$ cat src/rtl/spi_cmd_receiver_if.sv
`default_nettype none
// +----------------------------------------------------------------------------+
// | spi_cmd_receiver_if                                                        |
// | SPI pins, command handshake and image-buffer/label bus of spi_cmd_receiver |
// | Revision: 1.0 - initial release                                            |
// +----------------------------------------------------------------------------+
interface spi_cmd_receiver_if #(
  parameter int DATA_W     = 8,
  parameter int NUM_PIXELS = 784,
  parameter int NUM_LABELS = 10
);
  localparam int ADDR_W = (NUM_PIXELS > 1) ? $clog2(NUM_PIXELS) : 1;

  logic                  sck;
  logic                  mosi;
  logic                  ss_n;
  logic                  accept;
  logic [DATA_W-1:0]     pix_data;
  logic [ADDR_W-1:0]     pix_addr;
  logic                  pix_we;
  logic [NUM_LABELS-1:0] label;
  logic                  calc_cost;
  logic                  frame_done;
  logic                  abort;
  logic                  err;

  modport slave (
    input  sck, mosi, ss_n, accept,
    output pix_data, pix_addr, pix_we, label, calc_cost, frame_done, abort, err
  );

  modport master (
    output sck, mosi, ss_n, accept,
    input  pix_data, pix_addr, pix_we, label, calc_cost, frame_done, abort, err
  );
endinterface
`default_nettype wire

$ cat src/rtl/spi_cmd_receiver.sv
`default_nettype none
// +----------------------------------------------------------------------------+
// | spi_cmd_receiver                                                           |
// | SPI slave: opcode-decoded pixel streaming and one-hot label loading.       |
// | Option macro: SPI_RX_LABEL_CHECK_EN (reject out-of-range label values).    |
// | Revision: 1.0 - initial release                                            |
// +----------------------------------------------------------------------------+
module spi_cmd_receiver #(
  parameter int DATA_W      = 8,
  parameter int NUM_PIXELS  = 784,
  parameter int NUM_LABELS  = 10,
  parameter int SAMPLE_EDGE = 0
) (
  input  wire logic           clk,
  input  wire logic           n_rst,
  spi_cmd_receiver_if.slave   bus
);
  localparam int ADDR_W = (NUM_PIXELS > 1) ? $clog2(NUM_PIXELS) : 1;
  localparam int BIT_W  = $clog2(DATA_W);
  localparam logic [BIT_W-1:0]  C_LAST_BIT  = BIT_W'(DATA_W - 1);
  localparam logic [ADDR_W-1:0] C_LAST_ADDR = ADDR_W'(NUM_PIXELS - 1);
  localparam logic [DATA_W-1:0] C_OP_PIX    = DATA_W'(0);
  localparam logic [DATA_W-1:0] C_OP_LABEL  = DATA_W'(1);

  typedef enum logic [2:0] {
    IDLE  = 3'd0,
    PIX   = 3'd1,
    LABEL = 3'd2,
    DONE  = 3'd3,
    DRAIN = 3'd4
  } state_t;

  state_t                r_state;
  logic [1:0]            r_sck_sync;
  logic [1:0]            r_mosi_sync;
  logic [1:0]            r_ss_sync;
  logic                  r_sck_d;
  logic                  r_ss_d;
  logic [DATA_W-1:0]     r_shift;
  logic [BIT_W-1:0]      r_bit_cnt;
  logic [ADDR_W-1:0]     r_pix_cnt;
  logic [DATA_W-1:0]     r_pix_data;
  logic [ADDR_W-1:0]     r_pix_addr;
  logic                  r_pix_we;
  logic [NUM_LABELS-1:0] r_label;
  logic                  r_calc_cost;
  logic                  r_frame_done;
  logic                  r_abort;
  logic                  r_err;

  logic                  w_sck;
  logic                  w_ss_n;
  logic                  w_ss_rise;
  logic                  w_sck_edge;
  logic                  w_sample;
  logic                  w_word_valid;
  logic [DATA_W-1:0]     w_word;
  logic                  w_label_ok;
  logic [NUM_LABELS-1:0] w_onehot;

  assign w_sck        = r_sck_sync[1];
  assign w_ss_n       = r_ss_sync[1];
  assign w_ss_rise    = w_ss_n & ~r_ss_d;
  assign w_sck_edge   = (SAMPLE_EDGE == 0) ? (w_sck & ~r_sck_d) : (~w_sck & r_sck_d);
  assign w_sample     = w_sck_edge & ~w_ss_n;
  assign w_word       = {r_shift[DATA_W-2:0], r_mosi_sync[1]};
  assign w_word_valid = w_sample && (r_bit_cnt == C_LAST_BIT);
  assign w_label_ok   = {{(32-DATA_W){1'b0}}, w_word} < 32'(NUM_LABELS);
  assign w_onehot     = {{(NUM_LABELS-1){1'b0}}, 1'b1} << w_word;

  always_ff @(posedge clk or negedge n_rst) begin
    if (!n_rst) begin
      r_sck_sync  <= 2'b00;
      r_mosi_sync <= 2'b00;
      r_ss_sync   <= 2'b11;
      r_sck_d     <= 1'b0;
      r_ss_d      <= 1'b1;
    end else begin
      r_sck_sync  <= {r_sck_sync[0], bus.sck};
      r_mosi_sync <= {r_mosi_sync[0], bus.mosi};
      r_ss_sync   <= {r_ss_sync[0], bus.ss_n};
      r_sck_d     <= w_sck;
      r_ss_d      <= w_ss_n;
    end
  end

  // Deselect flushes any partial word so every frame starts bit-aligned.
  always_ff @(posedge clk or negedge n_rst) begin
    if (!n_rst) begin
      r_shift   <= '0;
      r_bit_cnt <= '0;
    end else if (w_ss_n) begin
      r_shift   <= '0;
      r_bit_cnt <= '0;
    end else if (w_sample) begin
      r_shift   <= w_word;
      r_bit_cnt <= (r_bit_cnt == C_LAST_BIT) ? '0 : r_bit_cnt + 1'b1;
    end
  end

  always_ff @(posedge clk or negedge n_rst) begin
    if (!n_rst) begin
      r_state      <= IDLE;
      r_pix_cnt    <= '0;
      r_pix_data   <= '0;
      r_pix_addr   <= '0;
      r_pix_we     <= 1'b0;
      r_label      <= '0;
      r_calc_cost  <= 1'b0;
      r_frame_done <= 1'b0;
      r_abort      <= 1'b0;
      r_err        <= 1'b0;
    end else begin
      r_pix_we     <= 1'b0;
      r_calc_cost  <= 1'b0;
      r_frame_done <= 1'b0;
      r_abort      <= 1'b0;
      r_err        <= 1'b0;
      case (r_state)
        IDLE: begin
          if (w_word_valid) begin
            if (!bus.accept) begin
              r_err   <= 1'b1;
              r_state <= DRAIN;
            end else if (w_word == C_OP_PIX) begin
              r_pix_cnt  <= '0;
              r_pix_addr <= '0;
              r_state    <= PIX;
            end else if (w_word == C_OP_LABEL) begin
              r_state <= LABEL;
            end else begin
              r_err   <= 1'b1;
              r_state <= DRAIN;
            end
          end
        end
        // A completing word wins over a simultaneous deselect.
        PIX: begin
          if (w_word_valid) begin
            r_pix_we   <= 1'b1;
            r_pix_data <= w_word;
            r_pix_addr <= r_pix_cnt;
            if (r_pix_cnt == C_LAST_ADDR) begin
              r_state <= DONE;
            end else begin
              r_pix_cnt <= r_pix_cnt + 1'b1;
            end
          end else if (w_ss_rise) begin
            r_abort <= 1'b1;
            r_state <= IDLE;
          end
        end
        LABEL: begin
          if (w_word_valid) begin
            if (w_label_ok) begin
              r_label     <= w_onehot;
              r_calc_cost <= 1'b1;
              r_state     <= DONE;
            end else begin
`ifdef SPI_RX_LABEL_CHECK_EN
              r_err   <= 1'b1;
              r_state <= DRAIN;
`else
              r_label     <= '0;
              r_calc_cost <= 1'b1;
              r_state     <= DONE;
`endif
            end
          end else if (w_ss_rise) begin
            r_abort <= 1'b1;
            r_state <= IDLE;
          end
        end
        DONE: begin
          r_frame_done <= 1'b1;
          r_state      <= DRAIN;
        end
        DRAIN: begin
          if (w_ss_n) begin
            r_state <= IDLE;
          end
        end
        default: r_state <= IDLE;
      endcase
    end
  end

  assign bus.pix_data   = r_pix_data;
  assign bus.pix_addr   = r_pix_addr;
  assign bus.pix_we     = r_pix_we;
  assign bus.label      = r_label;
  assign bus.calc_cost  = r_calc_cost;
  assign bus.frame_done = r_frame_done;
  assign bus.abort      = r_abort;
  assign bus.err        = r_err;
endmodule
`default_nettype wire

$ cat src/flat_wrapper.sv
// flat-port wrapper written by rule: the top's interface ports become plain ports
module spi_cmd_receiver_flat 
#(
  parameter int DATA_W      = 8,
  parameter int NUM_PIXELS  = 784,
  parameter int NUM_LABELS  = 10,
  parameter int SAMPLE_EDGE = 0
)
  (clk, n_rst, bus_sck, bus_mosi, bus_ss_n, bus_accept, bus_pix_data, bus_pix_addr, bus_pix_we, bus_label, bus_calc_cost, bus_frame_done, bus_abort, bus_err);
  spi_cmd_receiver_if #(.DATA_W(DATA_W), .NUM_PIXELS(NUM_PIXELS), .NUM_LABELS(NUM_LABELS)) bus_i ();
  input  wire logic clk;
  input  wire logic n_rst;
  input wire logic [$bits(bus_i.sck)-1:0] bus_sck;
  input wire logic [$bits(bus_i.mosi)-1:0] bus_mosi;
  input wire logic [$bits(bus_i.ss_n)-1:0] bus_ss_n;
  input wire logic [$bits(bus_i.accept)-1:0] bus_accept;
  output wire logic [$bits(bus_i.pix_data)-1:0] bus_pix_data;
  output wire logic [$bits(bus_i.pix_addr)-1:0] bus_pix_addr;
  output wire logic [$bits(bus_i.pix_we)-1:0] bus_pix_we;
  output wire logic [$bits(bus_i.label)-1:0] bus_label;
  output wire logic [$bits(bus_i.calc_cost)-1:0] bus_calc_cost;
  output wire logic [$bits(bus_i.frame_done)-1:0] bus_frame_done;
  output wire logic [$bits(bus_i.abort)-1:0] bus_abort;
  output wire logic [$bits(bus_i.err)-1:0] bus_err;
  assign bus_i.sck = bus_sck;
  assign bus_i.mosi = bus_mosi;
  assign bus_i.ss_n = bus_ss_n;
  assign bus_i.accept = bus_accept;
  assign bus_pix_data = bus_i.pix_data;
  assign bus_pix_addr = bus_i.pix_addr;
  assign bus_pix_we = bus_i.pix_we;
  assign bus_label = bus_i.label;
  assign bus_calc_cost = bus_i.calc_cost;
  assign bus_frame_done = bus_i.frame_done;
  assign bus_abort = bus_i.abort;
  assign bus_err = bus_i.err;
  spi_cmd_receiver #(.DATA_W(DATA_W), .NUM_PIXELS(NUM_PIXELS), .NUM_LABELS(NUM_LABELS), .SAMPLE_EDGE(SAMPLE_EDGE)) u_core (.clk(clk), .n_rst(n_rst), .bus(bus_i));
endmodule
$ cat config.mk
export PLATFORM = sky130hd
export DESIGN_NAME = spi_cmd_receiver_flat
export DESIGN_NICKNAME = d
export VERILOG_FILES = /design/src/rtl/spi_cmd_receiver_if.sv /design/src/rtl/spi_cmd_receiver.sv /design/src/flat_wrapper.sv
export SDC_FILE = /design/constraint.sdc
export NUM_CORES = 1
export LEC_CHECK = 0
export ABC_AREA = 1
export CELL_PAD_IN_SITES_DETAIL_PLACEMENT = 1
export CELL_PAD_IN_SITES_GLOBAL_PLACEMENT = 1
export CORE_ASPECT_RATIO = 0.75
export CORE_MARGIN = 4
export CORE_UTILIZATION = 41
export CTS_BUF_LIST = sky130_fd_sc_hd__clkbuf_4 sky130_fd_sc_hd__clkbuf_8 sky130_fd_sc_hd__clkbuf_16
export DETAILED_ROUTE_END_ITERATION = 8
export HOLD_SLACK_MARGIN = 0.03
export PLACE_DENSITY = 0.79
export SLEW_MARGIN = 20
export SYNTH_ARGS = -nofsm -noshare
export SYNTH_HDL_FRONTEND = slang
export SYNTH_SLANG_ARGS = --single-unit
$ cat constraint.sdc
create_clock -name clk -period 2 [get_ports clk]
set_input_delay 0.3 -clock clk [delete_from_list [all_inputs] [get_ports clk]]
set_output_delay 0.3 -clock clk [all_outputs]
set_load 0.01 [all_outputs]
==> impl_metrics.json, run 1 <==
{
  "max_slew.worst_pin.slew_ns": 0.5270,
  "area_delta_synth_final_pct": 24.20,
  "cts_buffers": 9,
  "drive_above_1_share_pct": 18.23,
  "numClockSinks": 64,
  "cap_violations": 0,
  "routed_wl_um": 6712,
  "overflow": 0,
  "clk_pin_slew_ns": 0.07,
  "grt_max_degree": 28,
  "crit_end": "u_core.r_pix_cnt[8]",
  "place_congestion": 0.8325,
  "fillerInstances": 821,
  "hp-start": "u_core.r_mosi_sync[0]",
  "yosys_warnings": 0,
  "ys_types": 29,
  "async_reset_ff_share_pct": 100.0,
  "start_util_pct": 42.31,
  "ff2ff_setup_slack_ns": 0.31,
  "clockBufferDepth": 2,
  "fin_crit_sh_pct": 84.71,
  "worstSetupStartpointType": "flop",
  "crit_path_end_kind": "flop",
  "hpwl_um": 5149,
  "cts-root-buf": "clkbuf_8",
  "die_height_um": 80.71,
  "vias": 2225,
  "groute.usage.overall_pct": 17.56,
  "max_freq_ghz": 0.5902,
  "finalClockSkew_ns": 0.009153,
  "tritoncts": "done",
  "power_leakage_nw": 1.702,
  "synth_edf_count": 0,
  "r2r-start": "u_core.r_bit_cnt[0]",
  "final_net_count": 377,
  "io_pins": 39,
  "p_total_w": 0.003287,
  "p_per_area_nw_per_um2": 915.7,
  "ctsResizeCount": 0,
  "die_w_um": 105.0,
  "numPortBuffers": 38,
  "ant_nets": 0,
  "dp_slack_ns": 0.3003,
  "setup_violations": 0,
  "slew_headroom_pct": 64.86,
  "ys_seq_area_share_pct": 55.54,
  "status": "finished clean",
  "vias_per_cell": 4.869,
  "fin_ws_ns": 0.3058,
  "rows": 26,
  "slew_violations": 0,
  "finalHoldViolations": 0,
  "synth.largest_area_cell": "dfrtp_1",
  "cts_max_level": 3,
  "crit_start": "u_core.r_bit_cnt[0]",
  "clk_latency_ns": 0.34,
  "crit_fanout": 10,
  "synth_area_leaders": "dfrtp_1, nand2_1, o21ai_2, inv_1, nand3_1",
  "grt_setup_unrepaired": "no",
  "synthesis.area_um2": 2890,
  "crit_required_ns": 2.23,
  "ys_ff_latch": 64,
  "r2r_cells": 9,
  "crit_type": "flop to flop",
  "setup-tns-final_ns": 0,
  "period_needed_ns": 1.694,
  "grt_pass1_wl_um": 11540,
  "die-area_um2": 8471,
  "wl_per_cell_um": 14.69,
  "ir_drop_v": 0.0006404,
  "drt_iter0_drc": 86,
  "yosysMostFrequentCell": "nand2_1",
  "hold_class": "flop to flop",
  "syn_avg_cell_area_um2": 9.118,
  "coreArea_um2": 6832,
  "synth_nets": 326,
  "synth_ff_type": "dfrtp_1",
  "grt_pass1_vias": 2327,
  "drc": 0,
  "dr.pass1.iters": 4,
  "ys_top_cells_by_count": "nand2_1, dfrtp_1, inv_1, nand3_1, nor2_1",
  "antenna_found_initial": 0,
  "arrival_ns": 1.93,
  "antenna_cells": 0,
  "reg2reg_to": "u_core.r_pix_cnt[8]",
  "synth_top_area_share_pct": 52.81,
  "syn_inst": 317
}
[worst max-delay path: stages (launching register included)]
cell,delay [ns]
dfrtp_1,0.38
ha_1,0.16
ha_1,0.20
nand4_4,0.19
inv_2,0.14
nand2_1,0.07
nand2_2,0.12
nand3_4,0.15
nand2_1,0.12
nand2_1,0.06
[per-stage QoR]
step,cells,util (%),instance area [um2],hold slack (ns)
after global routing,457,52.55,3590,0.3486
after global placement,440,49.71,3396,0.3065
after floorplan,317,-,2890,0.004409
after CTS,457,52.55,3590,0.3513
final,457,52.55,3590,0.3509
after detailed placement,440,49.71,3396,0.3055
[cell usage in the layout (no fill, tap or decap), types with 2 or more instances in the layout]
master / n
nor3_1: 2
clkbuf_4: 2
nand2_1: 105
buf_12: 2
dfrtp_1: 61
o21ai_0: 11
nand2_2: 4
clkbuf_8: 11
nor2_1: 19
inv_2: 6
dfstp_2: 3
ha_1: 3
nand3_4: 2
a21oi_1: 2
inv_1: 31
xor2_1: 2
nor2_4: 3
o21ai_2: 17
clkdlybuf4s50_1: 37
o22ai_1: 7
nand3_1: 19
clkinv_2: 2
nor2_2: 6
nand4_1: 2
nand3_2: 2
[flip-flops by register name (all words and copies together), names as in the netlist]
| name | flops |
|---|---|
| u_core.bus.pix_addr | 10 |
| u_core.bus.frame_done | 1 |
| u_core.r_ss_d | 1 |
| u_core.bus.abort | 1 |
| u_core.r_bit_cnt | 3 |
| u_core.bus.err | 1 |
| u_core.r_mosi_sync | 2 |
| u_core.r_state | 3 |
| u_core.r_sck_sync | 2 |
| u_core.r_sck_d | 1 |
| u_core.bus.calc_cost | 1 |
| u_core.r_shift | 7 |
| u_core.r_ss_sync | 2 |
| u_core.bus.label | 10 |
| u_core.bus.pix_we | 1 |
| u_core.r_pix_cnt | 10 |
| u_core.bus.pix_data | 8 |
[worst min path at each step]
| stage | slack, ns | cells past startpoint | to |
|---|---|---|---|
| floorplan | 0.004 | 0 | u_core.bus.abort |
| global placement | 0.31 | 1 | u_core.bus.pix_addr[5] |
| detailed placement | 0.31 | 1 | u_core.bus.pix_addr[3] |
| CTS | 0.35 | 0 | u_core.r_mosi_sync[1] |
| global route | 0.35 | 1 | u_core.r_ss_sync[0] |
| finish | 0.35 | 0 | u_core.r_mosi_sync[1] |
[timing repair]
action                                 in CTS  in global routing
hold buffers                                1                  0
setup buffers                               0                  0
endpoints found under the hold margin      16                  0
[power by group]
group          total, W  internal [W]  switching, W
combinational  0.000754      0.000230      0.000523
sequential      0.00152       0.00140      0.000119
clock           0.00102      0.000541      0.000476
total           0.00329       0.00217       0.00112
[kinds of logic after synthesis]
family	after synthesis	synth area share (%)
compound gates	39	9.480
xor+xnor	2	0.6062
fa+ha+maj	3	1.299
buf+inv	40	5.714
flops	64	55.54
simple gates	169	27.36
[cell type report]
type / count / area (um2) / area share [%]
inverters: 38 / 142.6 / 3.974
multi-input cells: 213 / 1120 / 31.20
repair buffers: 42 / 432.9 / 12.06
clock inverters: 3 / 17.52 / 0.4880
clock buffers: 13 / 166.4 / 4.636
flip-flops and latches: 64 / 1605 / 44.72
well taps: 84 / 105.1 / 2.928
[routing by layer]
metal	GRT usage (%)	part of all wire, %	vias up
met2	28.49	46	38
met3	5.944	4.4	9
li1	-	-	1116
met5	0	0	-
met4	4.718	1.3	0
met1	22.70	49	1062
Power figures use the tool's default switching activity.
==> inputs of run 2 (changes only) <==
--- a/config.mk
+++ b/config.mk
@@ -10,11 +10,11 @@
 export CELL_PAD_IN_SITES_GLOBAL_PLACEMENT = 1
 export CORE_ASPECT_RATIO = 0.75
 export CORE_MARGIN = 4
-export CORE_UTILIZATION = 41
+export CORE_UTILIZATION = 37
 export CTS_BUF_LIST = sky130_fd_sc_hd__clkbuf_4 sky130_fd_sc_hd__clkbuf_8 sky130_fd_sc_hd__clkbuf_16
 export DETAILED_ROUTE_END_ITERATION = 8
 export HOLD_SLACK_MARGIN = 0.03
-export PLACE_DENSITY = 0.79
+export PLACE_DENSITY = 0.75
 export SLEW_MARGIN = 20
 export SYNTH_ARGS = -nofsm -noshare
 export SYNTH_HDL_FRONTEND = slang
==> constraint.sdc (replaced) <==
create_clock -name clk -period 1.4 [get_ports clk]
set_input_delay 0.21 -clock clk [delete_from_list [all_inputs] [get_ports clk]]
set_output_delay 0.21 -clock clk [all_outputs]
set_load 0.01 [all_outputs]
==> run 2 against run 1 <==
The flow now finishes with violations (negative setup slack). Sequential power increased by 39%. Wire length up 45%. Global-route usage increased by 2.6 points. First-iteration DRC count up 76%. Core utilization increased by 4.8 points. Hold slack lost 0.087 ns. Fmax rose by 1.7%.
==> impl_metrics.json, run 2 (synthesis results as in run 1) <==
{
  "status": "finished with violations",
  "violations": "negative setup slack",
  "slew_headroom_pct": 69.52,
  "fin_crit_sh_pct": 119.0,
  "cp_slowest_stage_delay_ns": 0.38,
  "io_pins": 39,
  "grt_pass1_vias": 2797,
  "cts_buffers": 9,
  "hpwl_um": 5724,
  "drt_iter0_drc": 151,
  "hold_class": "primary input to flop",
  "overflow": 0,
  "ant_nets": 0,
  "cap_violations": 0,
  "finalClockSkew_ns": 0.007346,
  "clk_pin_slew_ns": 0.07,
  "grt_setup_unrepaired": "yes",
  "crit_required_ns": 1.70,
  "slew_violations": 0,
  "final_net_count": 427,
  "worstSetupStartpointType": "flop",
  "period_needed_ns": 1.665,
  "groute.usage.overall_pct": 20.14,
  "fin_ws_ns": -0.2653,
  "r2r-start": "u_core.r_pix_cnt[0]",
  "ir_drop_v": 0.0008387,
  "cts_max_level": 3,
  "antenna_cells": 0,
  "die_w_um": 110.1,
  "p_per_area_nw_per_um2": 1388,
  "power_leakage_nw": 2.139,
  "crit_fanout": 3,
  "rows": 27,
  "numClockSinks": 64,
  "reg2reg_to": "u_core.r_pix_cnt[9]",
  "final_common_cell": "nand2_1",
  "die_height_um": 84.54,
  "area_delta_synth_final_pct": 48.18,
  "cp_cell_sequence": "buf_4, buf_4, nand3_1, nor2_1, nand2_1, o21ai_0, nand3_1, nand2_1",
  "ff2ff_setup_slack_ns": -0.27,
  "finalHoldViolations": 0,
  "vias": 2684,
  "fillerInstances": 865,
  "hp-start": "bus_ss_n",
  "max_freq_ghz": 0.6005,
  "routed_wl_um": 9724,
  "setup_violations": 43,
  "crit_slowest_cell": "dfrtp_1",
  "coreArea_um2": 7466,
  "cts-root-buf": "clkbuf_8",
  "dr.pass1.iters": 4,
  "start_util_pct": 38.71,
  "clockBufferDepth": 2,
  "vias_per_cell": 5.132,
  "max_slew.worst_pin.slew_ns": 0.4559,
  "crit_type": "flop to flop",
  "grt_pass1_wl_um": 14280,
  "wl_per_cell_um": 18.59,
  "r2r_cells": 8,
  "hold_end": "u_core.r_ss_sync[0]",
  "final_cell_mix": "nand2_1, dfrtp_1, buf_4",
  "grt_max_degree": 35,
  "antenna_found_initial": 0,
  "drc": 0,
  "arrival_ns": 1.96,
  "hold_path_depth": 1,
  "numPortBuffers": 38,
  "clk_latency_ns": 0.36,
  "drive_above_1_share_pct": 36.97,
  "crit_path_end_kind": "flop",
  "tritoncts": "done",
  "die-area_um2": 9304,
  "final_util_pct": 57.37,
  "p_total_w": 0.005945,
  "place_congestion": 0.8316
}
-- run 2: changes by cell type in the layout (fill, tap and decap cells not counted), sizes merged --
cell | before | now
clkbuf | 13 | 14
nand2 | 110 | 111
bufinv | 0 | 2
buf | 4 | 50
dlygate4sd2 | 0 | 33
clkdlybuf4s50 | 37 | 4
clkinv | 3 | 1
nand3 | 23 | 24
inv | 37 | 38
clkinvlp | 1 | 0
-- run 2: worst max-delay path by stage --
stage | start | endpoint | slack [ns] | depth (start not counted)
floorplan | u_core.r_bit_cnt[0] | u_core.r_pix_cnt[5] | -0.05 | 9
global placement | u_core.r_pix_cnt[0] | u_core.r_pix_cnt[9] | -0.16 | 8
detailed placement | u_core.r_pix_cnt[0] | u_core.r_pix_cnt[5] | -0.25 | 8
CTS | u_core.r_bit_cnt[0] | u_core.bus.label[6] | -0.16 | 8
global route | u_core.r_pix_cnt[0] | u_core.r_pix_cnt[9] | -0.37 | 8
finish | u_core.r_pix_cnt[0] | u_core.r_pix_cnt[9] | -0.27 | 8
-- run 2: metal layers --
metal | track usage [%] | up-vias | part of all wire (%) | wire length [um]
met4 | 5.436 | 0 | 2.0 | 197
met3 | 5.380 | 20 | 5.3 | 520
met5 | 0 | - | 0 | 0
li1 | - | 1221 | - | -
met2 | 33.09 | 75 | 50 | 4898
met1 | 26.16 | 1368 | 42 | 4107
-- run 2: what timing repair did --
action	CTS	global route
hold buffers	1	0
gates resized for setup	68	31
cloned	1	4
pin swaps	13	14
setup buffers	10	7
hold endpoints to repair	11	0
endpoints found under the setup margin	75	51
-- run 2: stage by stage --
| step | cell area, um2 | setup TNS, ns | instances | worst slack, ns | hold WS [ns] |
|---|---|---|---|---|---|
| floorplan | 2905 | -0.4218 | 317 | -0.04557 | -0.08559 |
| global placement | 3670 | -2.720 | 487 | -0.1588 | 0.1316 |
| detailed placement | 3670 | -5.547 | 487 | -0.2544 | 0.1430 |
| CTS | 4074 | -4.400 | 513 | -0.1611 | 0.2578 |
| global route | 4283 | -9.625 | 523 | -0.3658 | 0.2416 |
| finish | 4283 | -6.185 | 523 | -0.2653 | 0.2637 |
-- run 2: layout make-up --
cell class | count | area [um2] | area share, %
multi-input combinational | 215 | 1346 | 31.43
inverter | 38 | 150.1 | 3.506
timing repair buffer | 90 | 830.8 | 19.40
tap | 101 | 126.4 | 2.951
sequential | 64 | 1605 | 37.48
clock buffer | 12 | 158.9 | 3.710
clock inverter | 3 | 65.06 | 1.519
-- run 2: worst max-delay path: cells and delay by family, from the launching register on --
kind | cells | cell delay [ns]
AND/OR/NAND/NOR | 5 | 0.73
flip-flops | 1 | 0.38
AO/OA/AOI/OAI | 1 | 0.27
buffers and inverters | 2 | 0.22
-- run 2: report_power, final --
part | total (W) | internal, W | switching (W)
logic | 0.00198 | 0.000774 | 0.00121
clock network | 0.00185 | 0.00111 | 0.000739
registers | 0.00211 | 0.00200 | 0.000119
total | 0.00595 | 0.00388 | 0.00207
